<file path="config.mk">
export PLATFORM = sky130hd
export DESIGN_NAME = snoop_dispatch_flat
export DESIGN_NICKNAME = d
export VERILOG_FILES = /design/src/rtl/snoop_dispatch_if.sv /design/src/rtl/snoop_dispatch.sv /design/src/flat_wrapper.sv
export SDC_FILE = /design/constraint.sdc
export NUM_CORES = 1
export LEC_CHECK = 0
export CORE_ASPECT_RATIO = 1.25
export CORE_MARGIN = 2
export CORE_UTILIZATION = 43
export CTS_BUF_LIST = sky130_fd_sc_hd__clkbuf_8
export CTS_CLUSTER_DIAMETER = 200
export DETAILED_ROUTE_END_ITERATION = 16
export PLACE_DENSITY = 0.81
export SLEW_MARGIN = 20
export SYNTH_ARGS = -nofsm -noshare
export SYNTH_HDL_FRONTEND = slang
export SYNTH_SLANG_ARGS = --single-unit
</file>
<file path="constraint.sdc">
create_clock -name clk -period 2.83 [get_ports clk]
set_input_delay 0.566 -clock clk [delete_from_list [all_inputs] [get_ports clk]]
set_output_delay 0.566 -clock clk [all_outputs]
set_load 0.01 [all_outputs]
</file>
<file path="src/rtl/snoop_dispatch_if.sv">
// Snooper-to-dispatcher bus: snooper write port on one side, per-core
// forwarding port plus drop counter on the other.
interface snoop_dispatch_if #(
    parameter int unsigned PACKMEM_ADDR_WIDTH = 8,
    parameter int unsigned PACKMEM_DATA_WIDTH = 64,
    parameter int unsigned INC_WIDTH          = 8,
    parameter int unsigned N                  = 4,
    parameter int unsigned CNT_WIDTH          = 16
);
    logic [PACKMEM_ADDR_WIDTH-1:0] addr;
    logic [PACKMEM_DATA_WIDTH-1:0] wr_data;
    logic                          wr_en;
    logic [INC_WIDTH-1:0]          byte_inc;
    logic                          done;
    logic                          rdy;
    logic [N-1:0]                  rdy_for_sn;
    logic [N-1:0]                  rdy_for_sn_ack;
    logic [PACKMEM_ADDR_WIDTH-1:0] sn_addr;
    logic [PACKMEM_DATA_WIDTH-1:0] sn_wr_data;
    logic [INC_WIDTH-1:0]          sn_byte_inc;
    logic [N-1:0]                  sn_wr_en;
    logic [N-1:0]                  sn_done;
    logic [CNT_WIDTH-1:0]          drop_cnt;

    // Stimulus side: snooper and cores.
    modport master (
        output addr, wr_data, wr_en, byte_inc, done, rdy_for_sn,
        input  rdy, rdy_for_sn_ack, sn_addr, sn_wr_data, sn_byte_inc, sn_wr_en, sn_done,
               drop_cnt
    );

    // Dispatcher side.
    modport slave (
        input  addr, wr_data, wr_en, byte_inc, done, rdy_for_sn,
        output rdy, rdy_for_sn_ack, sn_addr, sn_wr_data, sn_byte_inc, sn_wr_en, sn_done,
               drop_cnt
    );
endinterface

</file>
<file path="src/rtl/snoop_dispatch.sv">
// Binds the packet snooper to one of N packetfilter cores per packet and
// forwards its writes with one cycle of latency. A core that withdraws its
// ready mid-packet causes the rest of the packet to be swallowed and counted.
module snoop_dispatch #(
    parameter int unsigned PACKMEM_ADDR_WIDTH = 8,
    parameter int unsigned PACKMEM_DATA_WIDTH = 64,
    parameter int unsigned INC_WIDTH          = 8,
    parameter int unsigned N                  = 4,
    parameter int unsigned MODE               = 0,
    parameter int unsigned CNT_WIDTH          = 16
) (
    input logic             clk,
    input logic             rst,
    snoop_dispatch_if.slave bus
);
    localparam int unsigned SEL_WIDTH = (N > 1) ? $clog2(N) : 1;

    typedef enum logic [1:0] {IDLE, ACTIVE, FLUSH} state_t;

    state_t                        state;
    logic [SEL_WIDTH-1:0]          sel;
    logic [SEL_WIDTH-1:0]          ptr;
    logic [N-1:0]                  ack_q;
    logic                          rdy_q;
    logic [PACKMEM_ADDR_WIDTH-1:0] addr_q;
    logic [PACKMEM_DATA_WIDTH-1:0] data_q;
    logic [INC_WIDTH-1:0]          inc_q;
    logic [N-1:0]                  wr_en_q;
    logic [N-1:0]                  done_q;
    logic [CNT_WIDTH-1:0]          drop_q;

    logic [SEL_WIDTH-1:0]          pick;
    logic [SEL_WIDTH-1:0]          pick_next;
    logic [N-1:0]                  pick_onehot;
    logic [N-1:0]                  sel_onehot;

    // Choose the next core: first ready core at or above the search base, wrapping.
    always_comb begin
        int unsigned base;
        int unsigned idx;
        logic        found;
        base  = (MODE == 0) ? 32'(ptr) : 32'd0;
        idx   = 0;
        found = 1'b0;
        pick  = '0;
        for (int unsigned off = 0; off < N; off++) begin
            idx = base + off;
            if (idx >= N) idx = idx - N;
            if (!found && bus.rdy_for_sn[SEL_WIDTH'(idx)]) begin
                found = 1'b1;
                pick  = SEL_WIDTH'(idx);
            end
        end
        pick_next   = (32'(pick) == N - 1) ? '0 : pick + 1'b1;
        pick_onehot = N'(1) << pick;
        sel_onehot  = N'(1) << sel;
    end

    // Dispatch FSM. The grant pulse is registered in IDLE; the following edge
    // commits to ACTIVE, so a grant always costs at least one IDLE cycle.
    always_ff @(posedge clk or negedge rst) begin
        if (!rst) begin
            state   <= IDLE;
            sel     <= '0;
            ptr     <= '0;
            ack_q   <= '0;
            rdy_q   <= 1'b0;
            addr_q  <= '0;
            data_q  <= '0;
            inc_q   <= '0;
            wr_en_q <= '0;
            done_q  <= '0;
            drop_q  <= '0;
        end else begin
            ack_q   <= '0;
            wr_en_q <= '0;
            done_q  <= '0;
            case (state)
                IDLE: begin
                    if (ack_q != '0) begin
                        state <= ACTIVE;
                        rdy_q <= 1'b1;
                    end else if (bus.rdy_for_sn != '0) begin
                        sel   <= pick;
                        ptr   <= pick_next;
                        ack_q <= pick_onehot;
                    end
                end
                ACTIVE: begin
                    addr_q <= bus.addr;
                    data_q <= bus.wr_data;
                    inc_q  <= bus.byte_inc;
                    if (bus.done) begin
                        // done beats a simultaneous loss of ready
                        wr_en_q <= bus.wr_en ? sel_onehot : '0;
                        done_q  <= sel_onehot;
                        state   <= IDLE;
                        rdy_q   <= 1'b0;
                    end else if (!bus.rdy_for_sn[sel]) begin
                        state <= FLUSH;
                        if (drop_q != '1) drop_q <= drop_q + 1'b1;
                    end else begin
                        wr_en_q <= bus.wr_en ? sel_onehot : '0;
                    end
                end
                FLUSH: begin
                    if (bus.done) begin
                        state <= IDLE;
                        rdy_q <= 1'b0;
                    end
                end
                default: begin
                    state <= IDLE;
                    rdy_q <= 1'b0;
                end
            endcase
        end
    end

    assign bus.rdy            = rdy_q;
    assign bus.rdy_for_sn_ack = ack_q;
    assign bus.sn_addr        = addr_q;
    assign bus.sn_wr_data     = data_q;
    assign bus.sn_byte_inc    = inc_q;
    assign bus.sn_wr_en       = wr_en_q;
    assign bus.sn_done        = done_q;
    assign bus.drop_cnt       = drop_q;
endmodule
</file>
<file path="src/flat_wrapper.sv">
// flat-port wrapper written by rule: the top's interface ports become plain ports
module snoop_dispatch_flat 
#(
    parameter int unsigned PACKMEM_ADDR_WIDTH = 8,
    parameter int unsigned PACKMEM_DATA_WIDTH = 64,
    parameter int unsigned INC_WIDTH          = 8,
    parameter int unsigned N                  = 4,
    parameter int unsigned MODE               = 0,
    parameter int unsigned CNT_WIDTH          = 16
)
  (clk, rst, bus_addr, bus_wr_data, bus_wr_en, bus_byte_inc, bus_done, bus_rdy_for_sn, bus_rdy, bus_rdy_for_sn_ack, bus_sn_addr, bus_sn_wr_data, bus_sn_byte_inc, bus_sn_wr_en, bus_sn_done, bus_drop_cnt);
  snoop_dispatch_if #(.PACKMEM_ADDR_WIDTH(PACKMEM_ADDR_WIDTH), .PACKMEM_DATA_WIDTH(PACKMEM_DATA_WIDTH), .INC_WIDTH(INC_WIDTH), .N(N), .CNT_WIDTH(CNT_WIDTH)) bus_i ();
  input logic clk;
  input logic rst;
  input wire logic [$bits(bus_i.addr)-1:0] bus_addr;
  input wire logic [$bits(bus_i.wr_data)-1:0] bus_wr_data;
  input wire logic [$bits(bus_i.wr_en)-1:0] bus_wr_en;
  input wire logic [$bits(bus_i.byte_inc)-1:0] bus_byte_inc;
  input wire logic [$bits(bus_i.done)-1:0] bus_done;
  input wire logic [$bits(bus_i.rdy_for_sn)-1:0] bus_rdy_for_sn;
  output wire logic [$bits(bus_i.rdy)-1:0] bus_rdy;
  output wire logic [$bits(bus_i.rdy_for_sn_ack)-1:0] bus_rdy_for_sn_ack;
  output wire logic [$bits(bus_i.sn_addr)-1:0] bus_sn_addr;
  output wire logic [$bits(bus_i.sn_wr_data)-1:0] bus_sn_wr_data;
  output wire logic [$bits(bus_i.sn_byte_inc)-1:0] bus_sn_byte_inc;
  output wire logic [$bits(bus_i.sn_wr_en)-1:0] bus_sn_wr_en;
  output wire logic [$bits(bus_i.sn_done)-1:0] bus_sn_done;
  output wire logic [$bits(bus_i.drop_cnt)-1:0] bus_drop_cnt;
  assign bus_i.addr = bus_addr;
  assign bus_i.wr_data = bus_wr_data;
  assign bus_i.wr_en = bus_wr_en;
  assign bus_i.byte_inc = bus_byte_inc;
  assign bus_i.done = bus_done;
  assign bus_i.rdy_for_sn = bus_rdy_for_sn;
  assign bus_rdy = bus_i.rdy;
  assign bus_rdy_for_sn_ack = bus_i.rdy_for_sn_ack;
  assign bus_sn_addr = bus_i.sn_addr;
  assign bus_sn_wr_data = bus_i.sn_wr_data;
  assign bus_sn_byte_inc = bus_i.sn_byte_inc;
  assign bus_sn_wr_en = bus_i.sn_wr_en;
  assign bus_sn_done = bus_i.sn_done;
  assign bus_drop_cnt = bus_i.drop_cnt;
  snoop_dispatch #(.PACKMEM_ADDR_WIDTH(PACKMEM_ADDR_WIDTH), .PACKMEM_DATA_WIDTH(PACKMEM_DATA_WIDTH), .INC_WIDTH(INC_WIDTH), .N(N), .MODE(MODE), .CNT_WIDTH(CNT_WIDTH)) u_core (.clk(clk), .rst(rst), .bus(bus_i));
endmodule
</file>
Yosys cells after proc, flatten, opt, wreduce, memory -nomap -nowiden

Index checks and enable logic that the tools add are counted.

Shift-type cells: 2
Reductions and logical operators: 14
Eq/ne operators: 8
Bitwise gates (word level): 3
Multiply operators: 0
Div/mod/pow operators: 0
Add/subtract/negate cells: 9
Muxes and demuxes: 39
Order comparisons: 9

Operators with widths:

| kind                                                               | number |
|---|---|
| 2-to-1 mux 4 bit                                                   | 9 |
| 2-to-1 mux 2 bit                                                   | 13 |
| adder 16 x 1 -> 16 bit (second input constant)                     | 1 |
| != test 16 bit (second input constant)                             | 1 |
| < comparator 2 x 3 -> 1 bit (second input constant)                | 5 |
| binary-select mux 1 bit (select 2 bit)                             | 5 |
| 2-to-1 mux 1 bit                                                   | 10 |
| greater-or-equal comparator 3 bit (second input constant)          | 3 |
| nonzero test 4 bit                                                 | 2 |
| << shifter 1 x 2 -> 4 bit (first input constant)                   | 2 |
| subtractor 2 x 1 -> 2 bit (second input constant)                  | 4 |
| adder 2 x 2 -> 3 bit (second input constant)                       | 2 |
| one-hot mux 2 bit (3 select lines)                                 | 1 |
| AND reduction 3 bit                                                | 2 |
| equality test 2 bit (second input constant)                        | 2 |
| != test 2 x 1 -> 1 bit (second input constant)                     | 2 |
| AND reduction 4 bit                                                | 1 |
| adder 2 x 1 -> 3 bit (second input constant)                       | 1 |
| greater-or-equal comparator 2 x 3 -> 1 bit (second input constant) | 1 |
| logical AND 1 bit                                                  | 3 |
| zero test 1 bit                                                    | 3 |
| != test 3 bit (second input constant)                              | 1 |
| NOT 1 bit                                                          | 3 |
| adder 2 x 1 -> 2 bit (second input constant)                       | 1 |
| other kinds (6)                                                    | 6 |

Output and inout bits: 109
Memories kept: 0
Bits of input ports: 88
RAM bits: 0
Latch bits: 0
Bits in read-only memories: 0
Register bits: 115

Depth between registers and ports, before layout

Gate-level depths: netlist (run 1).

Depth in word-level cells: 18
Gate-level depth with buffers: 7
Depth with buffers taken out: 6

Worst setup path before layout (run 1)

No wires, ideal clock.

Path kind: input -> register
Start: in bus_rdy_for_sn[3]
End: reg u_core.drop_q[1] (netlist: u_core.bus.drop_cnt[1])
Cell stages on the path: 5
Data arrival time: 1.946 ns
Slack: 0.757 ns
Library setup time: 0.128 ns
Path buffers: 1
Cells stage by stage: mux4_2 or2_1 buf_6 nor2_1 mux2_1

Word-level cells in the longest chain between the ends: 4

RTL lines:

| what                                   | RTL line              | text |
|---|---|---|
| start, declared                        | flat_wrapper.sv:20    | `input wire logic [$bits(bus_i.rdy_for_sn)-1:0] bus_rdy_for_sn;` |
| binary-select mux 1 bit (select 2 bit) | snoop_dispatch.sv:99  | `end else if (!bus.rdy_for_sn[sel]) begin` |
| 2-to-1 mux 1 bit (implied by the code) | snoop_dispatch.sv:99  |  |
| NOT 1 bit (no line)                    | -                     |  |
| AND reduction 4 bit (no line)          | -                     |  |
| end signal, assigned                   | snoop_dispatch.sv:101 | `if (drop_q != '1) drop_q <= drop_q + 1'b1;` |
| end, declared                          | snoop_dispatch.sv:30  | `logic [CNT_WIDTH-1:0] drop_q;` |

Every way passes these cells. The select of a mux whose other input is x is not followed.
A chain may end at the register's enable or synchronous reset.

Worst setup path in the final report (run 1)

Start: in bus_rdy_for_sn[0]
End: reg u_core.drop_q[13] (netlist: u_core.bus.drop_cnt[13])

The elaborated chain is that of the path after synthesis.

==> flow_metrics.py, run 1 <==
metrics = {
    "clock_tree": {
        "numCtsBuffers": 17,
        "cts_root_buf": "clkbuf_8",
        "ctsLongestPathBuffers": 2,
        "clock-sinks": 115,
        "cts.clk_slew.worst_paths_ns": 0.07,
        "hold_buffers": 0,
        "cts_tree": "done",
        "cts_resized": 0,
        "ctsHtreeMaxLevel": 4,
        "clock_latency_ns": 0.43,
        "cts_setup_buffers": 0,
    },
    "power": {
        "p_per_area_nw_per_um2": 1110,
        "power_w": 0.00807,
        "vdd_drop_max_mv": 0.651,
        "leakage_nw": 3.07,
    },
    "run": {
        "maxCapViolations": 0,
    },
    "global_routing": {
        "antenna_found_initial": 0,
        "grt_pass1_vias": 3628,
        "grt_usage_pct": 20.2,
        "grt_first_pass_wirelength_mm": 18.3,
        "grt_overflow": 0,
        "grt_max_degree": 85,
    },
    "detailed_routing": {
        "avgViaCountPerCell": 5.09,
        "vias": 3448,
        "drc": 0,
        "drt_first_iter_violations": 72,
        "wire_per_inst_microns": 16.8,
        "ant_nets": 0,
        "wl_mm": 11.4,
        "dr.pass1.iters": 5,
    },
    "synth": {
        "ys_types": 36,
        "yosys_warnings": 0,
        "synth_nets": 419,
        "synth.avg_cell_area_sq_um": 14.4,
        "ys_seq_area_share_pct": 61.7,
        "synthesis.area_sq_um": 4660,
        "yosysTopAreaCellShare_pct": 61.7,
        "yosysTopAreaCell": "dfrtp_1",
        "ys_ff_latch": 115,
        "synth.area.top_cells": "dfrtp_1, mux2_2, ha_1",
        "syn_inst": 323,
    },
    "setup_path": {
        "r2r_start": "u_core.sel[0]$_DFFE_PN0P_",
        "crit_arrival_ns": 2.56,
        "critPathMaxFanout": 9,
        "reg2regPathDepth": 5,
        "path_cells": "clkdlybuf4s50_1, mux4_2, or2_1, buf_4, nor4_2, xor2_1",
        "crit_path_start": "bus_rdy_for_sn[0]",
        "cp_slowest_stage_delay_ns": 0.57,
        "critPathCaptureType": "flip-flop",
        "crit_slowest_cell": "mux4_2",
        "crit_type": "input port to flip-flop",
        "endpoint": "u_core.bus.drop_cnt[13]$_DFFE_PN0P_",
        "critPathRequiredTime_ns": 3.19,
        "r2r_end": "u_core.bus.drop_cnt[13]$_DFFE_PN0P_",
        "crit_path_start_kind": "input port",
        "reg2reg_slack_ns": 0.73,
    },
    "placed_design": {
        "gp_congestion": 0.772,
        "placed_area_sq_um": 6820,
        "dp_hpwl_mm": 8.32,
        "numPortBuffers": 196,
    },
    "timing": {
        "drv_slew": 0,
        "setup_viol": 0,
        "maxSlewHeadroom_pct": 51.7,
        "fin_skew_ns": 0.0118,
        "hold_slack_ns": 0.180,
        "layout_min_cycle_time_ns": 2.20,
        "worst_pin_slew_ns": 0.725,
        "hold_viol": 0,
        "grt_setup_unrepaired": "false",
        "period_share_pct": 77.7,
        "fmax_ghz": 0.455,
        "fin_setup_tns_ns": 0,
    },
    "die": {
        "fp.dieW_microns": 97.1,
        "io_pins": 197,
        "initial_core_util_pct": 44.1,
        "die-area_sq_um": 11700,
        "core_area_sq_um": 10600,
        "rows": 42,
        "die_height_microns": 120,
    },
    "layout": {
        "drive_gt1_share_pct": 23.6,
        "nets": 629,
        "antenna_cells": 0,
        "area_delta_synth_final_pct": 56.4,
        "fin_util_pct": 69.0,
        "design_area_sq_um": 7290,
    },
    "min_path": {
        "min_path_type": "input port to asynchronous set/reset pin",
    },
    "outcome": {
        "status": "completed",
    },
}
per-layer routing:
metal  share of wire [%]  routed length, microns  global-route usage [%]  vias up
li1                    -                       -                       -     1570
met1                  36                    4110                    21.6     1721
met2                  55                    6320                    35.9      133
met3                 6.1                     692                    6.18       24
met4                 2.5                     284                    10.3        0
met5                   0                       0                       0        -
worst min path at each step:
stage	startpoint	to
after floorplan	rst	u_core.bus.drop_cnt[0]$_DFFE_PN0P_
after global placement	u_core.bus.sn_wr_data[13]$_DFFE_PN0P_	u_core.bus.sn_wr_data[13]$_DFFE_PN0P_
after detailed placement	u_core.bus.sn_wr_data[58]$_DFFE_PN0P_	u_core.bus.sn_wr_data[58]$_DFFE_PN0P_
after CTS	rst	u_core.bus.sn_wr_data[12]$_DFFE_PN0P_
after global routing	rst	u_core.bus.sn_wr_data[18]$_DFFE_PN0P_
final	rst	u_core.bus.sn_wr_data[12]$_DFFE_PN0P_
placed cells by master (no fill, tap or decap), types with 2 or more instances in the layout:
cell type / n
clkdlybuf4s50_1: 195
dfrtp_1: 115
mux2_2: 81
clkbuf_8: 19
nor2_1: 12
xor2_1: 10
inv_1: 9
a21oi_1: 9
nand2_1: 8
ha_1: 7
and3_1: 5
nor3_1: 5
mux2_1: 5
nor4_2: 5
nand4_1: 5
bufinv_16: 5
buf_4: 5
nand2b_1: 4
and2_1: 4
nand3_1: 4
xnor2_1: 4
o21ai_0: 3
clkinvlp_4: 3
clkinv_4: 3
nor4_1: 2
or4_1: 2
buf_12: 2
area by class of cell:
type / instances / area, sq um
clock inverters: 13 / 208
inverters: 8 / 30.0
flip-flops and latches: 115 / 2880
clock buffers: 19 / 262
fillers: 789 / 3270
repair buffers: 202 / 2030
well taps: 132 / 165
multi-input cells: 189 / 1720
Yosys cell counts:
cell type	number
dfrtp_1	115
mux2_2	81
nor2_1	12
xor2_1	10
a21oi_1	9
clkbuf_1	9
ha_1	8
inv_1	8
nand2_1	8
and3_1	5
mux2_1	5
nand4_1	5
nor3_1	5
nor4_2	5
and2_1	4
nand2b_1	4
nand3_1	4
xnor2_1	4
o21ai_0	3
nor4_1	2
or4_1	2
and4_1	1
buf_1	1
buf_6	1
mux2i_1	1
mux4_2	1
nand3_2	1
nor3b_1	1
nor4b_2	1
o211ai_1	1
o21ai_1	1
o22ai_1	1
o2bb2a_1	1
o41ai_2	1
or2_1	1
or3_1	1
critical path, delay by kind of cell:
family / cells / cell delay (ns)
muxes: 1 / 0.57
xor gates and xnor gates: 1 / 0.17
and+or+nand+nor: 2 / 0.59
buffers and inverters: 2 / 0.67
kinds of logic after synthesis:
logic type / synth area share, %
mux: 21.5
compound gates: 2.25
fa+ha+maj: 2.15
buf+inv: 1.69
simple gates: 8.08
xor+xnor: 2.63
flops: 61.7
stage by stage:
stage	std cells	worst slack, ns
floorplan	323	0.757
global placement	646	0.289
detailed placement	646	0.191
CTS	678	0.656
global route	678	0.561
finish	678	0.630
flip-flops by register name, summed over array words and instances, names as in the netlist:
name / count
u_core.bus.rdy: 1
u_core.bus.drop_cnt: 16
u_core.sel: 2
u_core.bus.rdy_for_sn_ack: 4
u_core.bus.sn_byte_inc: 8
u_core.bus.sn_addr: 8
u_core.bus.sn_wr_data: 64
u_core.bus.sn_wr_en: 4
u_core.bus.sn_done: 4
u_core.ptr: 2
u_core.state: 2
power breakdown:
part	internal, W	switching [W]	total (W)	leakage (nW)
Sequential	0.00236	0.000414	0.00277	1.40
Combinational	0.00214	0.00138	0.00353	1.44
Clock	0.00109	0.000674	0.00177	0.229
Total	0.00560	0.00247	0.00807	3.07
(Power assumes the default switching activity.)
==> inputs of run 2 (changes only) <==
- clock period: 2.83 -> 2.3 ns (I/O delays scaled with it)
==> run 2 against run 1 <==
Net effect: routed wire length shrank 2.1%; clock power grew 7%; setup slack lost 0.36 ns; via count shrank 0.70%; hold slack lost 0.14 ns; clock skew shrank 0.0017 ns; flip-flop and latch count is the same; combinational power grew 24%; critical endpoint unchanged.
==> flow_metrics.py, run 2 (same netlist as run 1, synthesis figures left out) <==
metrics = {
    "power": {
        "p_per_area_nw_per_um2": 1320,
        "p_int_w": 0.00673,
        "p_seq_share_pct": 35.2,
        "p_comb_share_pct": 45.2,
        "leakage_nw": 3.13,
        "p_sw_share_pct": 30.6,
        "vdd_drop_max_mv": 0.693,
        "switching_power_w": 0.00297,
        "pwr-share-clk_pct": 19.6,
    },
    "setup_path": {
        "critPathBufInv": 1,
        "path_delay_family": "multiplexers",
        "crit_path_start_kind": "flip-flop",
        "crit_slowest_cell": "mux4_2",
        "path_cells": "mux4_2, or2_1, buf_12, nor4_2, xor2_1",
        "reg2reg_slack_ns": 0.27,
        "critPathMaxFanout": 9,
        "critPathCaptureType": "flip-flop",
        "critPathRequiredTime_ns": 2.63,
        "crit_type": "flip-flop to flip-flop",
        "cp_slowest_stage_delay_ns": 0.60,
        "crit_arrival_ns": 2.36,
    },
    "timing": {
        "period_share_pct": 88.4,
        "worst_pin_slew_ns": 0.598,
        "hold_slack_ns": 0.0388,
        "fin_skew_ns": 0.0101,
        "grt_setup_unrepaired": "false",
        "setup_viol": 0,
        "hold_viol": 0,
        "fmax_ghz": 0.492,
        "layout_min_cycle_time_ns": 2.03,
        "maxSlewHeadroom_pct": 60.1,
        "drv_slew": 0,
    },
    "detailed_routing": {
        "drt_first_iter_violations": 70,
        "vias": 3424,
        "drc": 0,
        "wire_per_inst_microns": 16.2,
        "ant_nets": 0,
        "dr.pass1.iters": 4,
        "avgViaCountPerCell": 4.96,
        "wl_mm": 11.2,
    },
    "clock_tree": {
        "cts.clk_slew.worst_paths_ns": 0.07,
        "ctsLongestPathBuffers": 2,
        "hold_buffers": 0,
        "clock-sinks": 115,
        "cts_tree": "done",
        "cts_root_buf": "clkbuf_8",
        "ctsHtreeMaxLevel": 4,
        "cts_setup_buffers": 0,
        "cts_resized": 0,
        "clock_latency_ns": 0.41,
        "numCtsBuffers": 17,
    },
    "layout": {
        "drive_gt1_share_pct": 25.1,
        "final_common_cell": "clkdlybuf4s50_1",
        "fillers": 754,
        "antenna_cells": 0,
        "largest_register_ffs": 64,
        "fin_cells": 690,
        "nets": 641,
        "area_delta_synth_final_pct": 57.4,
        "mostFrequentLayoutCells": "clkdlybuf4s50_1, dfrtp_1, mux2_2",
    },
    "min_path": {
        "min_path_type": "input port to asynchronous set/reset pin",
    },
    "die": {
        "core_area_sq_um": 10600,
        "rows": 42,
        "io_pins": 197,
        "die-area_sq_um": 11700,
        "initial_core_util_pct": 44.1,
        "fp.dieW_microns": 97.1,
        "die_height_microns": 120,
    },
    "global_routing": {
        "grt_pass1_vias": 3757,
        "antenna_found_initial": 0,
        "grt_overflow": 0,
        "grt_first_pass_wirelength_mm": 18.3,
        "grt_max_degree": 49,
        "grt_usage_pct": 19.8,
    },
    "placed_design": {
        "dp.cells": 658,
        "numPortBuffers": 196,
        "gp_congestion": 0.876,
        "dp_hpwl_mm": 8.42,
    },
    "run": {
        "maxCapViolations": 0,
    },
    "outcome": {
        "status": "completed",
    },
}
## run 2: cell types whose count changed in the layout (fill, tap and decap cells not counted), sizes merged
cell / previous run / this run
buf: 7 / 19
bufinv: 5 / 3
clkbuf: 19 / 20
clkinv: 4 / 5
clkinvlp: 3 / 2
inv: 9 / 10
## run 2: path summary, 6_finish.rpt
kind	from	to	depth (start not counted)
hold / removal	rst	u_core.bus.sn_wr_data[23]$_DFFE_PN0P_	1
max in group asynchronous	rst	u_core.state[0]$_DFFE_PN0P_	2
hold reg to reg	u_core.bus.sn_byte_inc[0]$_DFFE_PN0P_	u_core.bus.sn_byte_inc[0]$_DFFE_PN0P_	1
setup / recovery	u_core.sel[0]$_DFFE_PN0P_	u_core.bus.drop_cnt[13]$_DFFE_PN0P_	5
setup reg to reg	u_core.sel[0]$_DFFE_PN0P_	u_core.bus.drop_cnt[13]$_DFFE_PN0P_	5
min in group clk	u_core.bus.sn_byte_inc[0]$_DFFE_PN0P_	u_core.bus.sn_byte_inc[0]$_DFFE_PN0P_	1
## run 2: metal layers
| metal | GRT usage [%] | share of wire, % | wire (microns) | vias up |
|---|---|---|---|---|
| li1 | - | - | - | 1592 |
| met1 | 21.7 | 37 | 4150 | 1672 |
| met2 | 34.8 | 54 | 5990 | 126 |
| met3 | 5.38 | 5.2 | 584 | 34 |
| met4 | 11.0 | 4.0 | 448 | 0 |
| met5 | 0 | 0 | 0 | - |
## run 2: power groups by stage
stage                     sequential, W  clock [W]  combinational [W]
after floorplan                 0.00379          0            0.00172
after global placement          0.00340          0            0.00432
after detailed placement        0.00346          0            0.00444
after global routing            0.00354    0.00206            0.00469
final                           0.00342    0.00190            0.00439
after CTS                       0.00343    0.00195            0.00445
## run 2: per-stage QoR
| step | worst slack (ns) | area [sq um] | TNS, ns | util (%) | power (W) |
|---|---|---|---|---|---|
| 3_5_place_dp | -0.0936 | 6920 | -0.656 | 65.5 | 0.00790 |
| 6_report | 0.266 | 7340 | 0 | 69.5 | 0.00970 |
| 3_3_place_gp | -0.0493 | 6920 | -0.167 | 65.5 | 0.00772 |
| 5_1_grt | 0.0959 | 7340 | 0 | 69.5 | 0.0103 |
| 2_1_floorplan | 0.319 | 4660 | 0 | - | 0.00550 |
| 4_1_cts | 0.244 | 7340 | 0 | 69.5 | 0.00983 |
## run 2: area by class of cell
| type | instances | area, sq um | share of cell area (%) |
|---|---|---|---|
| well taps | 132 | 165 | 2.25 |
| clock inverters | 12 | 138 | 1.88 |
| inverters | 8 | 30.0 | 0.409 |
| multi-input cells | 189 | 1720 | 23.4 |
| repair buffers | 214 | 2130 | 29.1 |
| flip-flops and latches | 115 | 2880 | 39.2 |
| clock buffers | 20 | 275 | 3.75 |
==> inputs of run 3 (changes only) <==
- CORE_UTILIZATION: 43 -> 40
- PLACE_DENSITY: 0.81 -> 0.76
==> run 3 against run 2 <==
Net effect: register-to-register slack lost 0.03 ns; final area grew 0.27%; core utilization shrank 5.5 points; clock skew is essentially flat; clock power grew 13%; maximum frequency shrank 1.7%; setup slack lost 0.035 ns; sequential power is essentially flat; flip-flop and latch count is the same; largest cell class unchanged.
==> flow_metrics.py, run 3 (same netlist as run 1, synthesis figures left out) <==
metrics = {
    "timing": {
        "maxSlewHeadroom_pct": 63.6,
        "worst_pin_slew_ns": 0.541,
        "layout_min_cycle_time_ns": 2.07,
        "grt_setup_unrepaired": "false",
        "fin_skew_ns": 0.0100,
        "setup_ws_ns": 0.231,
        "hold_viol": 0,
        "fmax_ghz": 0.483,
        "period_share_pct": 89.9,
        "setup_viol": 0,
        "drv_slew": 0,
    },
    "power": {
        "p_per_area_nw_per_um2": 1350,
        "p_sw_share_pct": 30.2,
        "leakage_nw": 3.11,
        "p_comb_share_pct": 44.0,
        "pwr-share-clk_pct": 21.6,
        "p_int_w": 0.00692,
        "p_seq_share_pct": 34.4,
        "vdd_drop_max_mv": 0.681,
        "switching_power_w": 0.00300,
    },
    "layout": {
        "nets": 634,
        "fillers": 891,
        "fin_cells": 689,
        "antenna_cells": 0,
        "design_area_sq_um": 7360,
        "drive_gt1_share_pct": 24.3,
        "final_common_cell": "clkdlybuf4s50_1",
        "mostFrequentLayoutCells": "clkdlybuf4s50_1, dfrtp_1, mux2_2",
        "area_delta_synth_final_pct": 57.8,
        "largest_register_ffs": 64,
    },
    "setup_path": {
        "crit_type": "input port to flip-flop",
        "r2r_start": "u_core.sel[0]$_DFFE_PN0P_",
        "crit_arrival_ns": 2.40,
        "critPathMaxFanout": 9,
        "r2r_end": "u_core.bus.drop_cnt[9]$_DFFE_PN0P_",
        "critPathRequiredTime_ns": 2.63,
        "crit_path_start_kind": "input port",
        "critPathCaptureType": "flip-flop",
        "reg2reg_slack_ns": 0.24,
        "reg2regPathDepth": 5,
    },
    "placed_design": {
        "numPortBuffers": 196,
        "placed_area_sq_um": 6890,
        "dp_slack_ns": -0.186,
        "gp_congestion": 0.809,
        "dp_hpwl_mm": 8.14,
        "dp.cells": 657,
    },
    "clock_tree": {
        "cts_tree": "done",
        "clock-sinks": 115,
        "ctsHtreeMaxLevel": 4,
        "cts_resized": 0,
        "cts_setup_buffers": 0,
        "numCtsBuffers": 17,
        "ctsLongestPathBuffers": 2,
        "clock_latency_ns": 0.41,
        "hold_buffers": 0,
        "cts.clk_slew.worst_paths_ns": 0.07,
        "cts_root_buf": "clkbuf_8",
    },
    "detailed_routing": {
        "wl_mm": 11.1,
        "wire_per_inst_microns": 16.1,
        "ant_nets": 0,
        "avgViaCountPerCell": 4.92,
        "drc": 0,
        "drt_first_iter_violations": 95,
        "dr.pass1.iters": 4,
        "vias": 3387,
    },
    "die": {
        "fp.dieW_microns": 101,
        "initial_core_util_pct": 40.5,
        "io_pins": 197,
        "die-area_sq_um": 12500,
        "rows": 44,
        "core_area_sq_um": 11500,
        "die_height_microns": 125,
    },
    "run": {
        "maxCapViolations": 0,
    },
    "global_routing": {
        "antenna_found_initial": 0,
        "grt_overflow": 0,
        "grt_max_degree": 85,
        "grt_pass1_vias": 3682,
        "grt_first_pass_wirelength_mm": 18.1,
        "grt_usage_pct": 18.6,
    },
    "outcome": {
        "status": "completed",
    },
    "min_path": {
        "min_path_type": "input port to asynchronous set/reset pin",
    },
}
[run 3: cell count changes in the layout (fill, tap and decap cells not counted)]
| cell | delta |
|---|---|
| clkinv_2 | -3 |
| buf_12 | +1 |
| bufinv_16 | +1 |
| inv_1 | -1 |
| buf_4 | -8 |
| clkbuf_8 | +3 |
[run 3: area by class of cell]
cell class | count | area, sq um | share of cell area, %
sequential | 115 | 2880 | 39.1
timing repair buffer | 207 | 2090 | 28.4
multi-input combinational | 189 | 1720 | 23.4
clock buffer | 23 | 317 | 4.30
tap | 138 | 173 | 2.35
clock inverter | 9 | 149 | 2.02
inverter | 8 | 30.0 | 0.408
[run 3: worst max-delay path by stage]
stage,start,to,slack (ns)
2_1_floorplan,u_core.sel[0]$_DFFE_PN0P_,u_core.bus.drop_cnt[1]$_DFFE_PN0P_,0.32
3_3_place_gp,bus_rdy_for_sn[0],u_core.bus.drop_cnt[9]$_DFFE_PN0P_,-0.12
3_5_place_dp,bus_rdy_for_sn[0],u_core.bus.drop_cnt[13]$_DFFE_PN0P_,-0.19
4_1_cts,u_core.sel[0]$_DFFE_PN0P_,u_core.bus.drop_cnt[9]$_DFFE_PN0P_,0.23
5_1_grt,u_core.sel[0]$_DFFE_PN0P_,u_core.bus.drop_cnt[1]$_DFFE_PN0P_,0.15
6_report,bus_rdy_for_sn[0],u_core.bus.drop_cnt[9]$_DFFE_PN0P_,0.23
[run 3: stage by stage]
| stage | hold slack [ns] | util (%) | total power (W) | TNS, ns |
|---|---|---|---|---|
| 6_report | 0.0330 | 63.9 | 0.00992 | 0 |
| 5_1_grt | 0.0408 | 63.9 | 0.0105 | 0 |
| 4_1_cts | 0.0237 | 63.9 | 0.0101 | 0 |
| 3_5_place_dp | 0.479 | 59.9 | 0.00787 | -1.36 |
| 3_3_place_gp | 0.471 | 59.9 | 0.00771 | -0.828 |
| 2_1_floorplan | 0.164 | - | 0.00550 | 0 |
[run 3: routing by layer]
metal,vias to the layer above,track usage [%],share of wire (%)
met3,13,6.68,6.7
met1,1684,20.2,37
met4,0,6.93,1.8
met2,111,32.8,54
met5,-,0,0
li1,1579,-,-
[run 3: critical path, stage by stage]
cell             delay [ns]
clkdlybuf4s50_1        0.48
mux4_2                 0.55
or2_1                  0.30
buf_12                 0.15
nor4_2                 0.28
xor2_1                 0.18
[run 3: power groups by stage]
| stage | combinational (W) | sequential, W | clock (W) |
|---|---|---|---|
| after floorplan | 0.00172 | 0.00379 | 0 |
| after global placement | 0.00431 | 0.00340 | 0 |
| after detailed placement | 0.00442 | 0.00346 | 0 |
| after CTS | 0.00443 | 0.00343 | 0.00220 |
| after global routing | 0.00466 | 0.00353 | 0.00229 |
| final | 0.00436 | 0.00341 | 0.00215 |
